<file path="src/rtl/riscv_ifetch_if.sv">
// Fetch-unit boundary: PC register handshake, instruction-memory bus and decode-side FIFO head.
// The master modport is the fetch unit; the slave modport is its environment.
interface riscv_ifetch_if #(
  parameter int DW = 32
);
  logic [DW-1:0] pc_i;
  logic          pc_stall_o;
  logic          flush_i;
  logic          imem_req_o;
  logic [DW-1:0] imem_addr_o;
  logic          imem_gnt_i;
  logic          imem_rvalid_i;
  logic [DW-1:0] imem_rdata_i;
  logic          id_stall_i;
  logic          inst_valid_o;
  logic [DW-1:0] inst_o;
  logic [DW-1:0] inst_pc_o;

  modport master (
    input  pc_i, flush_i, imem_gnt_i, imem_rvalid_i, imem_rdata_i, id_stall_i,
    output pc_stall_o, imem_req_o, imem_addr_o, inst_valid_o, inst_o, inst_pc_o
  );

  modport slave (
    output pc_i, flush_i, imem_gnt_i, imem_rvalid_i, imem_rdata_i, id_stall_i,
    input  pc_stall_o, imem_req_o, imem_addr_o, inst_valid_o, inst_o, inst_pc_o
  );
endinterface

</file>
<file path="src/rtl/riscv_ifetch.sv">
// Instruction fetch unit: one outstanding imem request per PC value, returned words
// queued with their PCs in a small FIFO for decode; a redirect drops everything older.
module riscv_ifetch #(
  parameter int DEPTH = 2,
  parameter int DW    = 32
) (
  input  logic           clk_i,
  input  logic           rst_i,
  riscv_ifetch_if.master bus
);
  localparam int AW = $clog2(DEPTH);
  localparam int CW = AW + 1;

  typedef enum logic [1:0] {
    S_FETCH,
    S_WAIT,
    S_DROP
  } state_t;

  state_t        state_q, state_d;
  logic [DW-1:0] pend_pc_q;
  logic [DW-1:0] fifo_inst_q [DEPTH];
  logic [DW-1:0] fifo_pc_q   [DEPTH];
  logic [AW-1:0] wr_ptr_q, rd_ptr_q;
  logic [CW-1:0] count_q;

  logic has_room;
  logic req;
  logic grant;
  logic push;
  logic pop;

  // Space is checked at request time; with a single request in flight the
  // returning word always has a free slot.
  assign has_room = (count_q < CW'(DEPTH));
  assign req      = (state_q == S_FETCH) & has_room & ~bus.flush_i & ~rst_i;
  assign grant    = req & bus.imem_gnt_i;
  assign pop      = (count_q != '0) & ~bus.id_stall_i;

  assign bus.imem_req_o  = req;
  assign bus.imem_addr_o = bus.pc_i;
  assign bus.pc_stall_o  = rst_i | ~(bus.flush_i | grant);

  // NOTE: every signal driven here gets a default first, so no path leaves it
  // unassigned and no latch is inferred.
  always_comb begin
    state_d = state_q;
    push    = 1'b0;
    case (state_q)
      S_FETCH: begin
        if (grant) state_d = S_WAIT;
      end
      S_WAIT: begin
        if (bus.imem_rvalid_i) begin
          push    = ~bus.flush_i;
          state_d = S_FETCH;
        end else if (bus.flush_i) begin
          state_d = S_DROP;
        end
      end
      S_DROP: begin
        // The stale response is still owed by memory; swallow it before refetching.
        if (bus.imem_rvalid_i) state_d = S_FETCH;
      end
      default: state_d = S_FETCH;
    endcase
  end

  // NOTE: sequential state uses non-blocking assignments so every register
  // samples pre-edge values regardless of statement order.
  always_ff @(posedge clk_i) begin
    if (rst_i) begin
      state_q   <= S_FETCH;
      pend_pc_q <= '0;
    end else begin
      state_q <= state_d;
      if (grant) pend_pc_q <= bus.pc_i;
    end
  end

  // NOTE: the FIFO storage is reset because inst_o/inst_pc_o must read zero
  // straight after reset, even though inst_valid_o already gates them.
  always_ff @(posedge clk_i) begin
    if (rst_i) begin
      wr_ptr_q <= '0;
      rd_ptr_q <= '0;
      count_q  <= '0;
      for (int i = 0; i < DEPTH; i++) begin
        fifo_inst_q[i] <= '0;
        fifo_pc_q[i]   <= '0;
      end
    end else if (bus.flush_i) begin
      wr_ptr_q <= '0;
      rd_ptr_q <= '0;
      count_q  <= '0;
    end else begin
      if (push) begin
        fifo_inst_q[wr_ptr_q] <= bus.imem_rdata_i;
        fifo_pc_q[wr_ptr_q]   <= pend_pc_q;
        wr_ptr_q              <= wr_ptr_q + AW'(1);
      end
      if (pop) rd_ptr_q <= rd_ptr_q + AW'(1);
      case ({push, pop})
        2'b10:   count_q <= count_q + CW'(1);
        2'b01:   count_q <= count_q - CW'(1);
        default: count_q <= count_q;
      endcase
    end
  end

  assign bus.inst_valid_o = (count_q != '0);
  assign bus.inst_o       = fifo_inst_q[rd_ptr_q];
  assign bus.inst_pc_o    = fifo_pc_q[rd_ptr_q];

  // A push into a full FIFO means the request gate was bypassed.
  always_ff @(posedge clk_i) begin
    if (!rst_i && !bus.flush_i) begin
      assert (!(push && count_q == CW'(DEPTH)));
    end
  end
endmodule

</file>
<file path="src/flat_wrapper.sv">
// flat-port wrapper written by rule: the top's interface ports become plain ports
module riscv_ifetch_flat 
#(
  parameter int DEPTH = 2,
  parameter int DW    = 32
)
  (clk_i, rst_i, bus_pc_i, bus_flush_i, bus_imem_gnt_i, bus_imem_rvalid_i, bus_imem_rdata_i, bus_id_stall_i, bus_pc_stall_o, bus_imem_req_o, bus_imem_addr_o, bus_inst_valid_o, bus_inst_o, bus_inst_pc_o);
  riscv_ifetch_if #(.DW(DW)) bus_i ();
  input  logic clk_i;
  input  logic rst_i;
  input wire logic [$bits(bus_i.pc_i)-1:0] bus_pc_i;
  input wire logic [$bits(bus_i.flush_i)-1:0] bus_flush_i;
  input wire logic [$bits(bus_i.imem_gnt_i)-1:0] bus_imem_gnt_i;
  input wire logic [$bits(bus_i.imem_rvalid_i)-1:0] bus_imem_rvalid_i;
  input wire logic [$bits(bus_i.imem_rdata_i)-1:0] bus_imem_rdata_i;
  input wire logic [$bits(bus_i.id_stall_i)-1:0] bus_id_stall_i;
  output wire logic [$bits(bus_i.pc_stall_o)-1:0] bus_pc_stall_o;
  output wire logic [$bits(bus_i.imem_req_o)-1:0] bus_imem_req_o;
  output wire logic [$bits(bus_i.imem_addr_o)-1:0] bus_imem_addr_o;
  output wire logic [$bits(bus_i.inst_valid_o)-1:0] bus_inst_valid_o;
  output wire logic [$bits(bus_i.inst_o)-1:0] bus_inst_o;
  output wire logic [$bits(bus_i.inst_pc_o)-1:0] bus_inst_pc_o;
  assign bus_i.pc_i = bus_pc_i;
  assign bus_i.flush_i = bus_flush_i;
  assign bus_i.imem_gnt_i = bus_imem_gnt_i;
  assign bus_i.imem_rvalid_i = bus_imem_rvalid_i;
  assign bus_i.imem_rdata_i = bus_imem_rdata_i;
  assign bus_i.id_stall_i = bus_id_stall_i;
  assign bus_pc_stall_o = bus_i.pc_stall_o;
  assign bus_imem_req_o = bus_i.imem_req_o;
  assign bus_imem_addr_o = bus_i.imem_addr_o;
  assign bus_inst_valid_o = bus_i.inst_valid_o;
  assign bus_inst_o = bus_i.inst_o;
  assign bus_inst_pc_o = bus_i.inst_pc_o;
  riscv_ifetch #(.DEPTH(DEPTH), .DW(DW)) u_core (.clk_i(clk_i), .rst_i(rst_i), .bus(bus_i));
endmodule
</file>
<file path="config.mk">
export PLATFORM = sky130hd
export DESIGN_NAME = riscv_ifetch_flat
export DESIGN_NICKNAME = d
export VERILOG_FILES = /design/src/rtl/riscv_ifetch_if.sv /design/src/rtl/riscv_ifetch.sv /design/src/flat_wrapper.sv
export SDC_FILE = /design/constraint.sdc
export NUM_CORES = 1
export LEC_CHECK = 0
export BUFFER_PORTS_ARGS = -buffer_cell sky130_fd_sc_hd__buf_4
export CORE_UTILIZATION = 58
export CTS_BUF_LIST = sky130_fd_sc_hd__clkbuf_8 sky130_fd_sc_hd__clkbuf_16
export CTS_CLUSTER_SIZE = 8
export DETAILED_ROUTE_END_ITERATION = 6
export GPL_ROUTABILITY_DRIVEN = 0
export PLACE_DENSITY = 0.91
export SYNTH_ARGS = -nofsm -noshare
export SYNTH_HDL_FRONTEND = slang
export SYNTH_SLANG_ARGS = --single-unit
</file>
<file path="constraint.sdc">
create_clock -name clk_i -period 16.6 [get_ports clk_i]
set_input_delay 3.32 -clock clk_i [delete_from_list [all_inputs] [get_ports clk_i]]
set_output_delay 3.32 -clock clk_i [all_outputs]
set_load 0.03 [all_outputs]
</file>
==> flow_metrics.py, run 1 <==
metrics = {
    "run_status": {
        "status": "finished, final reports clean",
    },
    "setup_path": {
        "cp_common_cell": "buf_4",
        "crit_required_ps": 13280,
        "crit_path_cell_trace": "buf_4 -> nor4b_4 -> buf_4 -> and2_1 -> o21bai_1 -> buf_4",
        "start_kind": "input port",
        "critPathTopFamily": "simple AND/OR/NAND/NOR gates",
        "path_buf_inv": 3,
        "worstSetupPathType": "input port to output pin",
        "r2r_slack_ps": 13630,
        "worst_setup_path_end_kind": "output pin",
        "cp.arrival_ps": 5470,
        "cp_max_fo": 45,
        "cp_slowest_cell": "and2_1",
        "cpPeakStageDelay_ps": 900,
    },
    "yosys": {
        "async_flop_share": 0,
        "syn_avg_cell_area_sq_um": 13.1,
        "synth_top_flop_cell": "edfxtp_1",
        "synth_edf_count": 128,
        "synth_top_cells_by_area": "edfxtp_1 (52%), dfxtp_1 (11%), mux2_2 (9.8%)",
        "netlist.area_leader.share": 0.523,
        "yosysWarningCount": 0,
        "synth_cell_type_count": 34,
        "ys_ff_latch": 167,
        "yosysSeqAreaShare": 0.629,
        "synthMostInstantiatedCell": "edfxtp_1",
        "yosysTopAreaCell": "edfxtp_1",
        "syn_nets": 634,
        "syn_area_sq_um": 7350,
        "synthTopCellsByCount": "edfxtp_1 (128), and2_1 (111), mux2_2 (64), dfxtp_1 (39), nand3_1 (33)",
        "synthCells": 563,
    },
    "detailed_routing": {
        "vias": 4588,
        "wl_mm": 14.5,
        "firstDrtPassIters": 4,
        "wl_per_cell_microns": 16.8,
        "ant_nets": 0,
        "drt-initial-drc-count": 250,
        "via_per_inst": 5.31,
        "drc_errors": 0,
    },
    "cells_and_area": {
        "drive_gt1_frac": 0.397,
        "area_growth_pct": 22.7,
        "antennaDiodeCount": 0,
        "fillCellCount": 797,
        "nNetsFinal": 754,
        "design_area_sq_um": 9020,
    },
    "grt": {
        "grt_max_degree": 65,
        "track_usage": 0.228,
        "gr-total-overflow": 0,
        "grt_pass1_vias": 4634,
        "antenna_found_initial": 0,
        "grt_pass1_wl_mm": 22.4,
    },
    "cts": {
        "cts_tree": "built",
        "clock-root-buffer": "clkbuf_16",
        "h-tree-depth": 4,
        "cts.path.max_buffers": 2,
        "path_clk_slew_ps": 60,
        "cts_setup_buffers": 0,
        "cts_made_buffers": 17,
        "clock_latency_ps": 420,
        "cts_hold_buffers": 0,
        "cts_resized": 0,
        "cts_sinks": 167,
    },
    "place": {
        "placed_area_sq_um": 8470,
        "dp_hpwl_mm": 8.92,
        "portBuffers": 168,
    },
    "run": {
        "maxCapViolCount": 0,
    },
    "timing": {
        "hold_viol_final": 0,
        "min_period_ps": 8790,
        "max_freq_ghz": 0.114,
        "post-route-period-util": 0.529,
        "setup_tns_ps": 0,
        "slew_viol_final": 0,
        "setup_viol": 0,
        "tightest_slew_ps": 1060,
        "slew_headroom": 0.294,
        "final.setup_skew_ps": 11.1,
        "rsz0062_at_grt": "no",
    },
    "die": {
        "dieArea_sq_um": 13100,
        "ios": 169,
        "initial_core_util": 0.604,
        "dieWidth_microns": 115,
        "std_cell_rows": 40,
        "core_sq_um": 12200,
        "die_h_microns": 115,
    },
    "worst_hold_path": {
        "min_path_type": "flip-flop to flip-flop",
    },
    "pwr": {
        "p_leak_nw": 3.59,
        "pwr_density_cell_nw_per_um2": 101,
        "peakVddDrop_mv": 0.0574,
    },
}
routing by layer:
layer | track usage | vias up | wire length, microns
met5 | 0 | - | 0
met4 | 0.0675 | 0 | 153
met3 | 0.0614 | 17 | 935
met2 | 0.397 | 180 | 7400
met1 | 0.278 | 2188 | 6020
li1 | - | 2203 | -
state kept, by name (all words and copies together) (netlist names), named ones only:
signal              cells
u_core.fifo_pc_q       64
u_core.state_q          2
u_core.pend_pc_q       32
u_core.rd_ptr_q         1
u_core.count_q          2
u_core.wr_ptr_q         1
u_core.fifo_inst_q     64
placed cells by master, fill, tap and decap left out, drive strengths merged, types with 3 or more instances in the layout:
| master | netlist | final |
|---|---|---|
| buf | 40 | 174 |
| edfxtp | 128 | 128 |
| and2 | 111 | 111 |
| mux2 | 64 | 64 |
| dfxtp | 39 | 39 |
| nand3 | 33 | 33 |
| o21ai | 22 | 22 |
| nand2b | 21 | 21 |
| clkbuf | 33 | 21 |
| inv | 12 | 20 |
| nor4 | 18 | 18 |
| o31ai | 9 | 9 |
| nor3 | 7 | 7 |
| a21oi | 4 | 4 |
| o21bai | 3 | 3 |
logic make-up after synthesis:
group,share of synthesized area
AO/OA/AOI/OAI,0.0337
XOR/XNOR,0.00477
adder cells (fa/ha/maj),0.00170
buffers and inverters,0.0630
flip-flops,0.629
multiplexers,0.0981
AND/OR/NAND/NOR,0.170
per-stage QoR:
| stage | setup slack, ps | cells | utilization | hold WS, ps | power (mW) |
|---|---|---|---|---|---|
| after floorplan | 8360 | 563 | - | 453 | 0.529 |
| after global placement | 7950 | 832 | 0.697 | 464 | 0.559 |
| after detailed placement | 7830 | 832 | 0.697 | 475 | 0.562 |
| after CTS | 7820 | 864 | 0.742 | 483 | 0.917 |
| after global routing | 7660 | 864 | 0.742 | 514 | 0.940 |
| final | 7810 | 864 | 0.742 | 481 | 0.912 |
worst min-delay path, stage by stage, from the launching register on:
cell	delay, ps
dfxtp_1	310
nand2b_1	60
o21ai_0	60
report_power, final:
part           internal, mW  leakage [nW]  switching, mW
logic                0.0333          1.66         0.0502
registers             0.465          1.64        0.00538
clock network         0.210         0.292          0.149
layout make-up:
cell class | count | area [sq um] | area share
inverter | 12 | 45.0 | 0.00499
clock inverter | 11 | 58.8 | 0.00652
timing repair buffer | 174 | 1310 | 0.145
clock buffer | 21 | 492 | 0.0545
tap | 168 | 210 | 0.0233
sequential | 167 | 4630 | 0.513
multi-input combinational | 311 | 2280 | 0.253
worst paths after layout:
path              depth (start not counted)           startpoint                         to
hold / removal                            2  u_core.pend_pc_q[0]        u_core.pend_pc_q[0]
setup reg to reg                          4      u_core.wr_ptr_q  u_core.fifo_inst_q[1][23]
hold reg to reg                           2  u_core.pend_pc_q[0]        u_core.pend_pc_q[0]
setup / recovery                          6                rst_i             bus_pc_stall_o
No activity file was read; power rests on OpenSTA's default activity.
==> run 2: changes to the inputs <==
--- a/config.mk
+++ b/config.mk
@@ -5,13 +5,14 @@
 export SDC_FILE = /design/constraint.sdc
 export NUM_CORES = 1
 export LEC_CHECK = 0
+export ABC_AREA = 1
 export BUFFER_PORTS_ARGS = -buffer_cell sky130_fd_sc_hd__buf_4
-export CORE_UTILIZATION = 58
+export CORE_UTILIZATION = 49
 export CTS_BUF_LIST = sky130_fd_sc_hd__clkbuf_8 sky130_fd_sc_hd__clkbuf_16
 export CTS_CLUSTER_SIZE = 8
 export DETAILED_ROUTE_END_ITERATION = 6
 export GPL_ROUTABILITY_DRIVEN = 0
-export PLACE_DENSITY = 0.91
+export PLACE_DENSITY = 0.82
 export SYNTH_ARGS = -nofsm -noshare
 export SYNTH_HDL_FRONTEND = slang
 export SYNTH_SLANG_ARGS = --single-unit
==> constraint.sdc (replaced) <==
create_clock -name clk_i -period 8.05 [get_ports clk_i]
set_input_delay 1.61 -clock clk_i [delete_from_list [all_inputs] [get_ports clk_i]]
set_output_delay 1.61 -clock clk_i [all_outputs]
set_load 0.03 [all_outputs]
==> run 2 against run 1 <==
Against the previous run: sequential share of layout area grew 0.47 points; non-clock buffer count decreased by 4; cell count is 11% higher; critical path type unchanged; hold slack lost 20 ps; combinational power rose by 120%; clock skew shrank 3.9 ps; register-to-register slack lost 8100 ps; sequential power grew 110%; global-route usage down 3.9 points; area after synthesis down 0.20%.
==> flow_metrics.py, run 2 <==
metrics = {
    "setup_path": {
        "r2r_slack_ps": 5550,
        "cpPeakStageDelay_ps": 420,
        "worstSetupPathType": "input port to output pin",
        "crit_path_cell_trace": "buf_4 -> nor2_8 -> nand2_4 -> nor2_8 -> nand2_4 -> nand2_1 -> nand2_1 -> buf_4",
        "critPathTopFamily": "simple AND/OR/NAND/NOR gates",
        "crit_required_ps": 6440,
        "worst_setup_path_end_kind": "output pin",
        "cp_max_fo": 35,
        "cp_slowest_cell": "nor2_8",
        "start_kind": "input port",
        "path_buf_inv": 2,
        "cp.arrival_ps": 3270,
    },
    "yosys": {
        "synthCells": 642,
        "synth_top_cells_by_area": "edfxtp_1 (52%), dfxtp_1 (11%), mux2_2 (9.8%)",
        "yosysTopAreaCell": "edfxtp_1",
        "ys_ff_latch": 167,
        "syn_area_sq_um": 7330,
        "syn_nets": 713,
        "netlist.area_leader.share": 0.524,
        "syn_avg_cell_area_sq_um": 11.4,
        "yosysSeqAreaShare": 0.631,
        "synth_edf_count": 128,
        "synth_cell_type_count": 22,
        "synthMostInstantiatedCell": "nor2_1",
        "async_flop_share": 0,
        "yosysWarningCount": 0,
        "synthTopCellsByCount": "nor2_1 (135), edfxtp_1 (128), inv_1 (75), mux2_2 (64), nand2_1 (46)",
        "synth_top_flop_cell": "edfxtp_1",
    },
    "cts": {
        "path_clk_slew_ps": 60,
        "cts_hold_buffers": 0,
        "h-tree-depth": 4,
        "cts_setup_buffers": 0,
        "cts_resized": 0,
        "cts.path.max_buffers": 2,
        "clock-root-buffer": "clkbuf_16",
        "cts_sinks": 167,
        "cts_made_buffers": 17,
        "cts_tree": "built",
        "clock_latency_ps": 420,
    },
    "detailed_routing": {
        "wl_mm": 14.3,
        "via_per_inst": 4.95,
        "ant_nets": 0,
        "drc_errors": 0,
        "drt-initial-drc-count": 323,
        "vias": 4750,
        "wl_per_cell_microns": 14.9,
        "firstDrtPassIters": 4,
    },
    "cells_and_area": {
        "final_cell_mix": "buf_4 (170), nor2_1 (135), edfxtp_1 (128), inv_1 (78), mux2_2 (64)",
        "area_growth_pct": 21.9,
        "nNetsFinal": 835,
        "reg_top3": "u_core.fifo_inst_q x64, u_core.fifo_pc_q x64, u_core.pend_pc_q x32",
        "antennaDiodeCount": 0,
        "design_area_sq_um": 8940,
        "drive_gt1_frac": 0.357,
        "fin_cells": 960,
        "layout_commonest_cell": "buf_4",
        "final_util": 0.613,
    },
    "grt": {
        "antenna_found_initial": 0,
        "grt_pass1_vias": 4594,
        "track_usage": 0.189,
        "grt_pass1_wl_mm": 22.8,
        "gr-total-overflow": 0,
        "grt_max_degree": 66,
    },
    "timing": {
        "slew_headroom": 0.363,
        "tightest_slew_ps": 955,
        "max_freq_ghz": 0.205,
        "min_period_ps": 4880,
        "slew_viol_final": 0,
        "setup_viol": 0,
        "setup_tns_ps": 0,
        "hold_viol_final": 0,
        "rsz0062_at_grt": "no",
        "holdWs_ps": 461,
        "post-route-period-util": 0.606,
        "final.setup_skew_ps": 7.26,
    },
    "die": {
        "std_cell_rows": 44,
        "ios": 169,
        "dieWidth_microns": 124,
        "dieArea_sq_um": 15500,
        "core_sq_um": 14600,
        "initial_core_util": 0.503,
        "die_h_microns": 124,
    },
    "pwr": {
        "peakVddDrop_mv": 0.152,
        "power.internal_mw": 1.51,
        "swShare": 0.224,
        "pwr_density_cell_nw_per_um2": 217,
        "p_leak_nw": 3.65,
        "p_clk_frac": 0.409,
        "seqPwrFrac": 0.497,
        "switching_power_uw": 434,
        "combPwrFrac": 0.093,
    },
    "run_status": {
        "status": "finished, final reports clean",
    },
    "worst_hold_path": {
        "min_path_type": "flip-flop to flip-flop",
    },
    "place": {
        "placed_cells": 929,
        "dp_hpwl_mm": 8.65,
        "placed_area_sq_um": 8360,
        "portBuffers": 168,
    },
    "run": {
        "maxCapViolCount": 0,
    },
}
run 2: layout make-up:
cell class,instances,area (sq um)
clock buffer,22,517
clock inverter,9,71.3
fill,1176,5650
inverter,76,285
multi-input combinational,332,1940
sequential,167,4630
tap,184,230
timing repair buffer,170,1280
run 2: metal layers:
layer	part of all wire	wire, microns	track usage	up-vias
li1	-	-	-	2323
met5	0	0	0	-
met1	0.43	6180	0.238	2241
met2	0.50	7150	0.317	165
met4	0.014	202	0.0723	0
met3	0.054	779	0.0421	21
run 2: per-stage QoR:
stage	setup slack [ps]	total power, mW
after floorplan	3920	1.10
after global placement	3180	1.16
after detailed placement	3150	1.17
after CTS	3150	1.96
after global routing	2940	2.00
final	3170	1.94
run 2: path summary, 6_finish.rpt:
path / from / endpoint / cells past startpoint
max: rst_i / bus_pc_stall_o / 8
min: u_core.pend_pc_q[21] / u_core.pend_pc_q[21] / 2
max reg2reg: u_core.state_q[1] / u_core.fifo_inst_q[1][14] / 6
min reg2reg: u_core.pend_pc_q[21] / u_core.pend_pc_q[21] / 2
run 2: worst register-to-register path, stage by stage, from the launching register on:
cell and delay, ps:
dfxtp_1 370, inv_2 60, nand2_1 80, nor2_2 70, nand3_2 60, buf_4 600, nand2_4 690
run 2: kinds of logic after synthesis:
group / synth area share
AO/OA/AOI/OAI: 0.0297
adder cells (fa/ha/maj): 0.00171
buffers and inverters: 0.109
flip-flops: 0.631
multiplexers: 0.0983
AND/OR/NAND/NOR: 0.131
run 2: power by group through the flow:
stage / clock [mW] / combinational, mW / sequential, mW
2_1_floorplan: 0 / 0.121 / 0.981
3_3_place_gp: 0 / 0.180 / 0.981
3_5_place_dp: 0 / 0.182 / 0.983
4_1_cts: 0.808 / 0.183 / 0.965
5_1_grt: 0.838 / 0.194 / 0.968
6_report: 0.794 / 0.181 / 0.965
